File: config.mk
export PLATFORM = sky130hd
export DESIGN_NAME = mem_writeback_flat
export DESIGN_NICKNAME = d
export VERILOG_FILES = /design/src/rtl/mem_writeback_if.sv /design/src/rtl/mem_writeback.sv /design/src/flat_wrapper.sv
export SDC_FILE = /design/constraint.sdc
export NUM_CORES = 1
export LEC_CHECK = 0
export ABC_AREA = 1
export BUFFER_PORTS_ARGS = -buffer_cell sky130_fd_sc_hd__buf_4
export CORE_AREA = 2 2 65 128
export CTS_BUF_LIST = sky130_fd_sc_hd__clkbuf_8 sky130_fd_sc_hd__clkbuf_16
export CTS_CLUSTER_SIZE = 40
export DETAILED_ROUTE_END_ITERATION = 16
export DIE_AREA = 0 0 67 130
export GPL_TIMING_DRIVEN = 0
export PLACE_DENSITY = 0.69
export SYNTH_ARGS = -nofsm -noshare
export SYNTH_HDL_FRONTEND = slang
export SYNTH_SLANG_ARGS = --single-unit
File: constraint.sdc
create_clock -name clk_i -period 2.4 [get_ports clk_i]
set_input_delay 0.36 -clock clk_i [delete_from_list [all_inputs] [get_ports clk_i]]
set_output_delay 0.36 -clock clk_i [all_outputs]
set_load 0.05 [all_outputs]
File: src/rtl/mem_writeback_if.sv
// Writeback bus: execute/memory-stage inputs, memory read return and
// register-file write outputs.
interface mem_writeback_if #(
    parameter int DATA_W  = 32,
    parameter int HALF_W  = 16,
    parameter int RADDR_W = 4
);
    logic [DATA_W-1:0]  data_calc_i;
    logic               mem_to_reg_i;
    logic               ld_half_i;
    logic               ld_signed_i;
    logic [RADDR_W-1:0] rf_wr_select_i;
    logic               rf_wr_en_i;
    logic [HALF_W-1:0]  mem_rdata_i;
    logic               mem_rvalid_i;
    logic [DATA_W-1:0]  rf_wr_data_o;
    logic [RADDR_W-1:0] rf_wr_addr_o;
    logic               rf_wr_en_o;
    logic               stall_o;
    logic               err_timeout_o;

    modport master (
        output data_calc_i, mem_to_reg_i, ld_half_i, ld_signed_i,
        output rf_wr_select_i, rf_wr_en_i, mem_rdata_i, mem_rvalid_i,
        input  rf_wr_data_o, rf_wr_addr_o, rf_wr_en_o, stall_o,
        input  err_timeout_o
    );

    modport slave (
        input  data_calc_i, mem_to_reg_i, ld_half_i, ld_signed_i,
        input  rf_wr_select_i, rf_wr_en_i, mem_rdata_i, mem_rvalid_i,
        output rf_wr_data_o, rf_wr_addr_o, rf_wr_en_o, stall_o,
        output err_timeout_o
    );
endinterface

File: src/rtl/mem_writeback.sv
// Writeback stage: retires ALU results and assembles two-halfword loads,
// stalling upstream while a load is outstanding.
module mem_writeback #(
    parameter int DATA_W  = 32,
    parameter int HALF_W  = 16,
    parameter int RADDR_W = 4,
    parameter int TIMEOUT = 16
) (
    input  logic           clk_i,
    input  logic           rst_i,
    mem_writeback_if.slave wb
);
    localparam int CNT_W = (TIMEOUT > 2) ? $clog2(TIMEOUT) : 1;
    localparam logic [CNT_W-1:0] CNT_LAST = CNT_W'(TIMEOUT - 1);

    typedef enum logic [1:0] {
        IDLE,
        WAIT_LO,
        WAIT_HI
    } state_t;

    state_t             state_q;
    logic [CNT_W-1:0]   cnt_q;
    logic [HALF_W-1:0]  lo_q;
    logic [RADDR_W-1:0] addr_q;
    logic               half_q;
    logic               signed_q;
    logic [DATA_W-1:0]  wr_data_q;
    logic [RADDR_W-1:0] wr_addr_q;
    logic               wr_en_q;
    logic               err_q;

    logic [HALF_W-1:0]  ext;

    assign ext = {HALF_W{signed_q & wb.mem_rdata_i[HALF_W-1]}};

    assign wb.rf_wr_data_o  = wr_data_q;
    assign wb.rf_wr_addr_o  = wr_addr_q;
    assign wb.rf_wr_en_o    = wr_en_q;
    assign wb.stall_o       = (state_q != IDLE);
    assign wb.err_timeout_o = err_q;

    always_ff @(posedge clk_i or posedge rst_i) begin
        if (rst_i) begin
            state_q   <= IDLE;
            cnt_q     <= '0;
            lo_q      <= '0;
            addr_q    <= '0;
            half_q    <= 1'b0;
            signed_q  <= 1'b0;
            wr_data_q <= '0;
            wr_addr_q <= '0;
            wr_en_q   <= 1'b0;
            err_q     <= 1'b0;
        end else begin
            wr_en_q <= 1'b0;
            unique case (state_q)
                IDLE: begin
                    if (wb.rf_wr_en_i) begin
                        if (wb.mem_to_reg_i) begin
                            addr_q   <= wb.rf_wr_select_i;
                            half_q   <= wb.ld_half_i;
                            signed_q <= wb.ld_signed_i;
                            cnt_q    <= '0;
                            state_q  <= WAIT_LO;
                        end else begin
                            wr_en_q   <= 1'b1;
                            wr_data_q <= wb.data_calc_i;
                            wr_addr_q <= wb.rf_wr_select_i;
                        end
                    end
                end
                WAIT_LO: begin
                    if (wb.mem_rvalid_i) begin
                        lo_q <= wb.mem_rdata_i;
                        if (half_q) begin
                            wr_en_q   <= 1'b1;
                            wr_data_q <= {ext, wb.mem_rdata_i};
                            wr_addr_q <= addr_q;
                            state_q   <= IDLE;
                        end else begin
                            cnt_q   <= '0;
                            state_q <= WAIT_HI;
                        end
                    end else if (cnt_q == CNT_LAST) begin
                        err_q   <= 1'b1;
                        cnt_q   <= '0;
                        state_q <= IDLE;
                    end else begin
                        cnt_q <= cnt_q + 1'b1;
                    end
                end
                WAIT_HI: begin
                    if (wb.mem_rvalid_i) begin
                        wr_en_q   <= 1'b1;
                        wr_data_q <= {wb.mem_rdata_i, lo_q};
                        wr_addr_q <= addr_q;
                        state_q   <= IDLE;
                    end else if (cnt_q == CNT_LAST) begin
                        err_q   <= 1'b1;
                        cnt_q   <= '0;
                        state_q <= IDLE;
                    end else begin
                        cnt_q <= cnt_q + 1'b1;
                    end
                end
                default: state_q <= IDLE;
            endcase
        end
    end
endmodule

File: src/flat_wrapper.sv
// flat-port wrapper written by rule: the top's interface ports become plain ports
module mem_writeback_flat 
#(
    parameter int DATA_W  = 32,
    parameter int HALF_W  = 16,
    parameter int RADDR_W = 4,
    parameter int TIMEOUT = 16
)
  (clk_i, rst_i, wb_data_calc_i, wb_mem_to_reg_i, wb_ld_half_i, wb_ld_signed_i, wb_rf_wr_select_i, wb_rf_wr_en_i, wb_mem_rdata_i, wb_mem_rvalid_i, wb_rf_wr_data_o, wb_rf_wr_addr_o, wb_rf_wr_en_o, wb_stall_o, wb_err_timeout_o);
  mem_writeback_if #(.DATA_W(DATA_W), .HALF_W(HALF_W), .RADDR_W(RADDR_W)) wb_i ();
  input  logic clk_i;
  input  logic rst_i;
  input wire logic [$bits(wb_i.data_calc_i)-1:0] wb_data_calc_i;
  input wire logic [$bits(wb_i.mem_to_reg_i)-1:0] wb_mem_to_reg_i;
  input wire logic [$bits(wb_i.ld_half_i)-1:0] wb_ld_half_i;
  input wire logic [$bits(wb_i.ld_signed_i)-1:0] wb_ld_signed_i;
  input wire logic [$bits(wb_i.rf_wr_select_i)-1:0] wb_rf_wr_select_i;
  input wire logic [$bits(wb_i.rf_wr_en_i)-1:0] wb_rf_wr_en_i;
  input wire logic [$bits(wb_i.mem_rdata_i)-1:0] wb_mem_rdata_i;
  input wire logic [$bits(wb_i.mem_rvalid_i)-1:0] wb_mem_rvalid_i;
  output wire logic [$bits(wb_i.rf_wr_data_o)-1:0] wb_rf_wr_data_o;
  output wire logic [$bits(wb_i.rf_wr_addr_o)-1:0] wb_rf_wr_addr_o;
  output wire logic [$bits(wb_i.rf_wr_en_o)-1:0] wb_rf_wr_en_o;
  output wire logic [$bits(wb_i.stall_o)-1:0] wb_stall_o;
  output wire logic [$bits(wb_i.err_timeout_o)-1:0] wb_err_timeout_o;
  assign wb_i.data_calc_i = wb_data_calc_i;
  assign wb_i.mem_to_reg_i = wb_mem_to_reg_i;
  assign wb_i.ld_half_i = wb_ld_half_i;
  assign wb_i.ld_signed_i = wb_ld_signed_i;
  assign wb_i.rf_wr_select_i = wb_rf_wr_select_i;
  assign wb_i.rf_wr_en_i = wb_rf_wr_en_i;
  assign wb_i.mem_rdata_i = wb_mem_rdata_i;
  assign wb_i.mem_rvalid_i = wb_mem_rvalid_i;
  assign wb_rf_wr_data_o = wb_i.rf_wr_data_o;
  assign wb_rf_wr_addr_o = wb_i.rf_wr_addr_o;
  assign wb_rf_wr_en_o = wb_i.rf_wr_en_o;
  assign wb_stall_o = wb_i.stall_o;
  assign wb_err_timeout_o = wb_i.err_timeout_o;
  mem_writeback #(.DATA_W(DATA_W), .HALF_W(HALF_W), .RADDR_W(RADDR_W), .TIMEOUT(TIMEOUT)) u_core (.clk_i(clk_i), .rst_i(rst_i), .wb(wb_i));
endmodule
; ---- Word level (Yosys, flattened, before mapping)
; Index checks and enable logic that the tools add are counted.
[word_totals]
reg_bits = 66
input_bits = 59
word_cells = 66
out_inout_bits = 39
[op_classes]
addsub = 1
muxes = 32
reduce_logical = 10
eq_ne = 11
n_bitwise = 2
[ops]
columns = operator, count
row1 = $mux W32, 5
row2 = $pmux W32 S3, 1
row3 = $mux W4, 11
row4 = $pmux W4 S3, 2
row5 = $mux W2, 6
row6 = $ne A2 B2 Y1 const B, 6
row7 = $pmux W2 S3, 1
row8 = $reduce_and A3 Y1, 2
row9 = $reduce_and A6 Y1, 1
row10 = $mux W1, 5
row11 = $reduce_and A5 Y1, 1
row12 = $add A4 B1 Y4 const B, 1
row13 = $eq A4 B4 Y1 const B, 1
row14 = $reduce_and A2 Y1, 2
row15 = $ne A3 B3 Y1 const B, 1
row16 = $pmux W1 S3, 1
row17 = $reduce_bool A3 Y1, 1
row18 = $eq A2 B1 Y1 const B, 1
row19 = $eq A2 B2 Y1 const B, 1
row20 = $logic_not A2 Y1, 1
row21 = $ne A2 B1 Y1 const B, 1
row22 = $reduce_bool A2 Y1, 1
row23 = $reduce_or A2 Y1, 1
row24 = $and A1 B1 Y1, 1
row25 = $not A1 Y1, 1

; ---- Depth between registers and ports, before layout
[depth]
depth_word = 4
depth_mapped = 11
ltp_nobuf = 10

; ---- Worst setup path before layout
; No wires, ideal clock.
[synth_path]
path_kind = reg-to-reg
from = reg u_core.state_q[0]
to = reg u_core.wr_addr_q[0], in the netlist u_core.wb.rf_wr_addr_o[0]
t_required_ns = 2.277
slack_ns = 0.845
arrival_ns = 1.431
n_path_buf = 3
synth_period_minus_slack_ns = 1.555
setup_ns = 0.123
stages_incl_launch_ff = 12
path_cell_list = dfrtp_1 > inv_1 > ha_1 > buf_6 > inv_4 > nand2_2 > nand2_1 > nand3_2 > buf_6 > buf_6 > nand2_1 > o21ai_2
[synth_via]
elab_chain_len = 3
elab_cells_between_ends = 11
classes_between = eq/ne (7) / mux (1) / reduce/logical (3)
[synth_lines]
columns = element, line_no
row1 = start: declaration, mem_writeback.sv:22  ; state_t state_q;
row2 = start signal: assignment, mem_writeback.sv:45  ; state_q <= IDLE;
row3 = start signal: assignment, mem_writeback.sv:65  ; state_q <= WAIT_LO;
row4 = start signal: assignment, mem_writeback.sv:80  ; state_q <= IDLE;
row5 = "$eq A2 B1 Y1, or another cell as far along", mem_writeback.sv:57  ; unique case (state_q)
row6 = "$ne A2 B1 Y1 (no source line), or another cell as far along", -
row7 = $reduce_and A6 Y1 (no source line), -
row8 = end signal: assignment, mem_writeback.sv:69  ; wr_addr_q <= wb.rf_wr_select_i;
row9 = end signal: assignment, mem_writeback.sv:79  ; wr_addr_q <= addr_q;
row10 = end signal: assignment, mem_writeback.sv:97  ; wr_addr_q <= addr_q;
row11 = end: declaration, mem_writeback.sv:29  ; logic [RADDR_W-1:0] wr_addr_q;
; Several ways; a longest one is shown, not always the timed one.
; A chain may end at the register's enable or synchronous reset.

; ---- Worst setup path after layout
[layout_path]
from = reg u_core.state_q[0]
to = reg u_core.wr_data_q[18], in the netlist u_core.wb.rf_wr_data_o[18]
[layout_via]
elab_chain_len = 3
elab_cells_between_ends = 11
classes_between = eq/ne (7) / mux (1) / reduce/logical (3)
[layout_lines]
columns = element, line_no
row1 = "$eq A2 B1 Y1, or another cell as far along", mem_writeback.sv:57
row2 = "$ne A2 B1 Y1 (no source line), or another cell as far along", -
row3 = $reduce_and A6 Y1 (no source line), -
row4 = end signal: assignment, mem_writeback.sv:68  ; wr_data_q <= wb.data_calc_i;
row5 = end signal: assignment, mem_writeback.sv:78  ; wr_data_q <= {ext, wb.mem_rdata_i};
row6 = end signal: assignment, mem_writeback.sv:96  ; wr_data_q <= {wb.mem_rdata_i, lo_q};
row7 = end: declaration, mem_writeback.sv:28  ; logic [DATA_W-1:0] wr_data_q;
; Several ways; a longest one is shown, not always the timed one.

==> out/results.tsv <==
stage	metric	value	unit
outcome	run status	finished, final reports clean	
floorplan	Die W	67	um
global_routing	initial antenna violation count	0	
placed_design	Buffers on Ports	97	
sta	Slew Limit Fails	0	
cts	TritonCTS clock tree	built	
floorplan	Core Footprint	7830	sq um
yosys	post-synthesis cell type count	22	
floorplan	DIE AREA	8710	sq um
yosys	top-area cell type share of the netlist area	0.491	
setup_path	WP data required	2.68	ns
job	Max-Cap Viols	0	
global_routing	vias in the first global route	2899	
sta	max_slew headroom	0.455	
pwr	VDD IR max	0.925	mV
setup_path	Worst Path Buf+Inv	3	
sta	RSZ-0062 raised after global routing	false	
sta	Worst Slack Setup Final	0.467	ns
cts	Post-CTS Repair Setup Buffers	0	
global_routing	grt ovf	0	
route	WL/cell	14.2	um
route	Met1 Wirelength	3.77	mm
global_routing	first-pass GRT wire length	13.9	mm
pwr	Leakage	2.32	nW
route	Routed WL	8.78	mm
setup_path	CP max stage cell	dfrtp_1	
final_layout	share of cells above drive strength 1	0.303	
worst_hold_path	HP Class	in2async	
placed_design	GPL Wtd Cong	0.829	
placed_design	post-placement setup slack	0.466	ns
pwr	Pwr Density	1730	nW/um^2
setup_path	CP Class	reg2reg	
sta	fin crit period	1.93	ns
final_layout	ANT cells	0	
setup_path	R2R depth	8	
setup_path	Worst path max stage delay	0.43	ns
global_routing	all-layer global routing usage	0.212	
route	Max Used Layer	met4	
route	Post-DRT Antenna Nets	0	
cts	cts bufs inserted	9	
sta	WHS	0.186	ns
final_layout	final core utilization	0.579	
yosys	syn nets	473	
route	DRC viols	0	
final_layout	Finished Layout Cells	618	
placed_design	placed insts	602	
floorplan	I/O Pins	98	
cts	cts hold-fix bufs	0	
route	DRT iter0 DRCs	149	
final_layout	# nets final	581	
final_layout	most common cell after layout, fill and taps aside	nand2_1	
setup_path	crit path launch type	flop	
yosys	syn_area_per_cell	8.22	sq um
route	First-pass DRT Iterations	4	
placed_design	post-DP HPWL	6.38	mm
cts	Worst-Skew Late Latency	0.34	ns
cts	# clock sinks	66	
sta	final-report hold violation count	0	
floorplan	Die Span Y	130	um
global_routing	pin count of the biggest net entering global routing	67	
route	metal2 WL	4.29	mm
yosys	post-synthesis cell area	3360	sq um
final_layout	P&R area growth vs syn	34.8	%
setup_path	CP top delay family	buffers and inverters	
sta	Worst Skew	0.00748	ns
setup_path	nature of the critical path endpoint	flop	
yosys	Syn Inst Count	409	
route	routed vias/inst	5.00	
sta	fin crit share	0.805	
yosys	top post-synthesis cells by area	dfrtp_1, nand2_1, a21oi_1, mux2_2, o21ai_0	
yosys	#FFs+latches synth	66	
cts	Worst-path clk slew	0.06	ns
sta	Setup TNS Final	0	ns
setup_path	CP Cell Sequence	inv_1 > ha_1 > buf_2 > clkbuf_1 > nor2_1 > a21oi_1 > nand2_1 > nand2_1	
route	DR vias	3087	
setup_path	cell depth of the worst setup path	8	
final_layout	most frequent cells in the layout	nand2_1, buf_4, dfrtp_1	
sta	FMAX	517	MHz
yosys	synth warn	0	
floorplan	row count	46	
setup_path	Worst path most repeated cell	nand2_1	
sta	final setup vio count	0	
setup_path	crit-path max FO	10	
cts	post-cts repair resize count	0	
yosys	top cell type by total area after synthesis	dfrtp_1	
floorplan	Starting Density	0.430	
cts	CTS HTree Levels	3	
yosys	post-synthesis sequential area ratio	0.491	
sta	actual slew at the worst max-slew pin	0.817	ns
cts	Max Buffers Root-to-Sink	2	
setup_path	critical path arrival	2.21	ns
cts	CTS root buf	clkbuf_16	
route	met3 wire len	574	um
## path summary, 6_finish.rpt
path                                                  from                          to  slack [ns]
worst max-delay path                     u_core.state_q[0]  u_core.wb.rf_wr_data_o[18]        0.47
worst min-delay path                                 rst_i   u_core.wb.rf_wr_data_o[6]        0.19
worst max register to register           u_core.state_q[0]  u_core.wb.rf_wr_data_o[18]        0.47
worst min register to register  u_core.wb.rf_wr_data_o[24]  u_core.wb.rf_wr_data_o[24]        0.48
max in group asynchronous                            rst_i        u_core.wb.rf_wr_en_o        1.68
min in group clk_i                          wb_ld_signed_i             u_core.signed_q        0.26
## sequential cells by signal (all words and copies together), names as in the netlist
| name | flops |
|---|---|
| u_core.signed_q | 1 |
| u_core.cnt_q | 4 |
| u_core.wb.rf_wr_en_o | 1 |
| u_core.lo_q | 16 |
| u_core.half_q | 1 |
| u_core.addr_q | 4 |
| u_core.state_q | 2 |
| u_core.wb.err_timeout_o | 1 |
| u_core.wb.rf_wr_data_o | 32 |
| u_core.wb.rf_wr_addr_o | 4 |
## power by group
part,total [mW],switching (mW),internal (mW)
clock network,1.41,0.505,0.906
logic,4.49,2.96,1.52
registers,1.95,0.301,1.65
total,7.85,3.77,4.08
## stage by stage
| stage | total power [mW] | cell area [sq um] |
|---|---|---|
| floorplan | 5.22 | 3360 |
| global placement | 6.40 | 4210 |
| detailed placement | 6.47 | 4210 |
| CTS | 7.91 | 4530 |
| global route | 8.41 | 4530 |
| finish | 7.85 | 4530 |
## synthesized netlist by cell type
cell type and instances:
clkbuf_1 7, dfrtp_1 66, inv_1 19, nand3_2 1, nor2_1 21, nand4_1 2, ha_1 5, buf_4 1
buf_6 6, buf_2 10, o21ai_1 16, o21bai_1 1, o21ai_2 4, mux2_2 17, a21oi_1 51, nand2_2 2
nand3_1 12, inv_2 1, inv_4 1, nand3_4 1, o21ai_0 28, nand2_1 137
## layer usage
metal / up-vias / GRT usage
met4: 0 / 0.0864
met5: - / 0
met2: 101 / 0.328
met3: 14 / 0.0474
met1: 1418 / 0.286
li1: 1554 / -
## cell type report
type                    instances  area, sq um
flip-flops and latches         66         1650
clock buffers                   9          225
inverters                      21         83.8
clock inverters                 7         93.8
fillers                       756         3300
plain buffers                  24          151
multi-input cells             298         1480
repair buffers                 97          728
well taps                      96          120
## kinds of logic after synthesis
group / after synthesis / share of synthesized area
adders and majority gates: 5 / 0.0186
buffers and inverters: 45 / 0.0692
DFF: 66 / 0.491
and+or+nand+nor: 176 / 0.210
AOI/OAI and AO/OA: 100 / 0.154
muxes: 17 / 0.0569
Note: power is estimated with default switching activity, not from simulation.
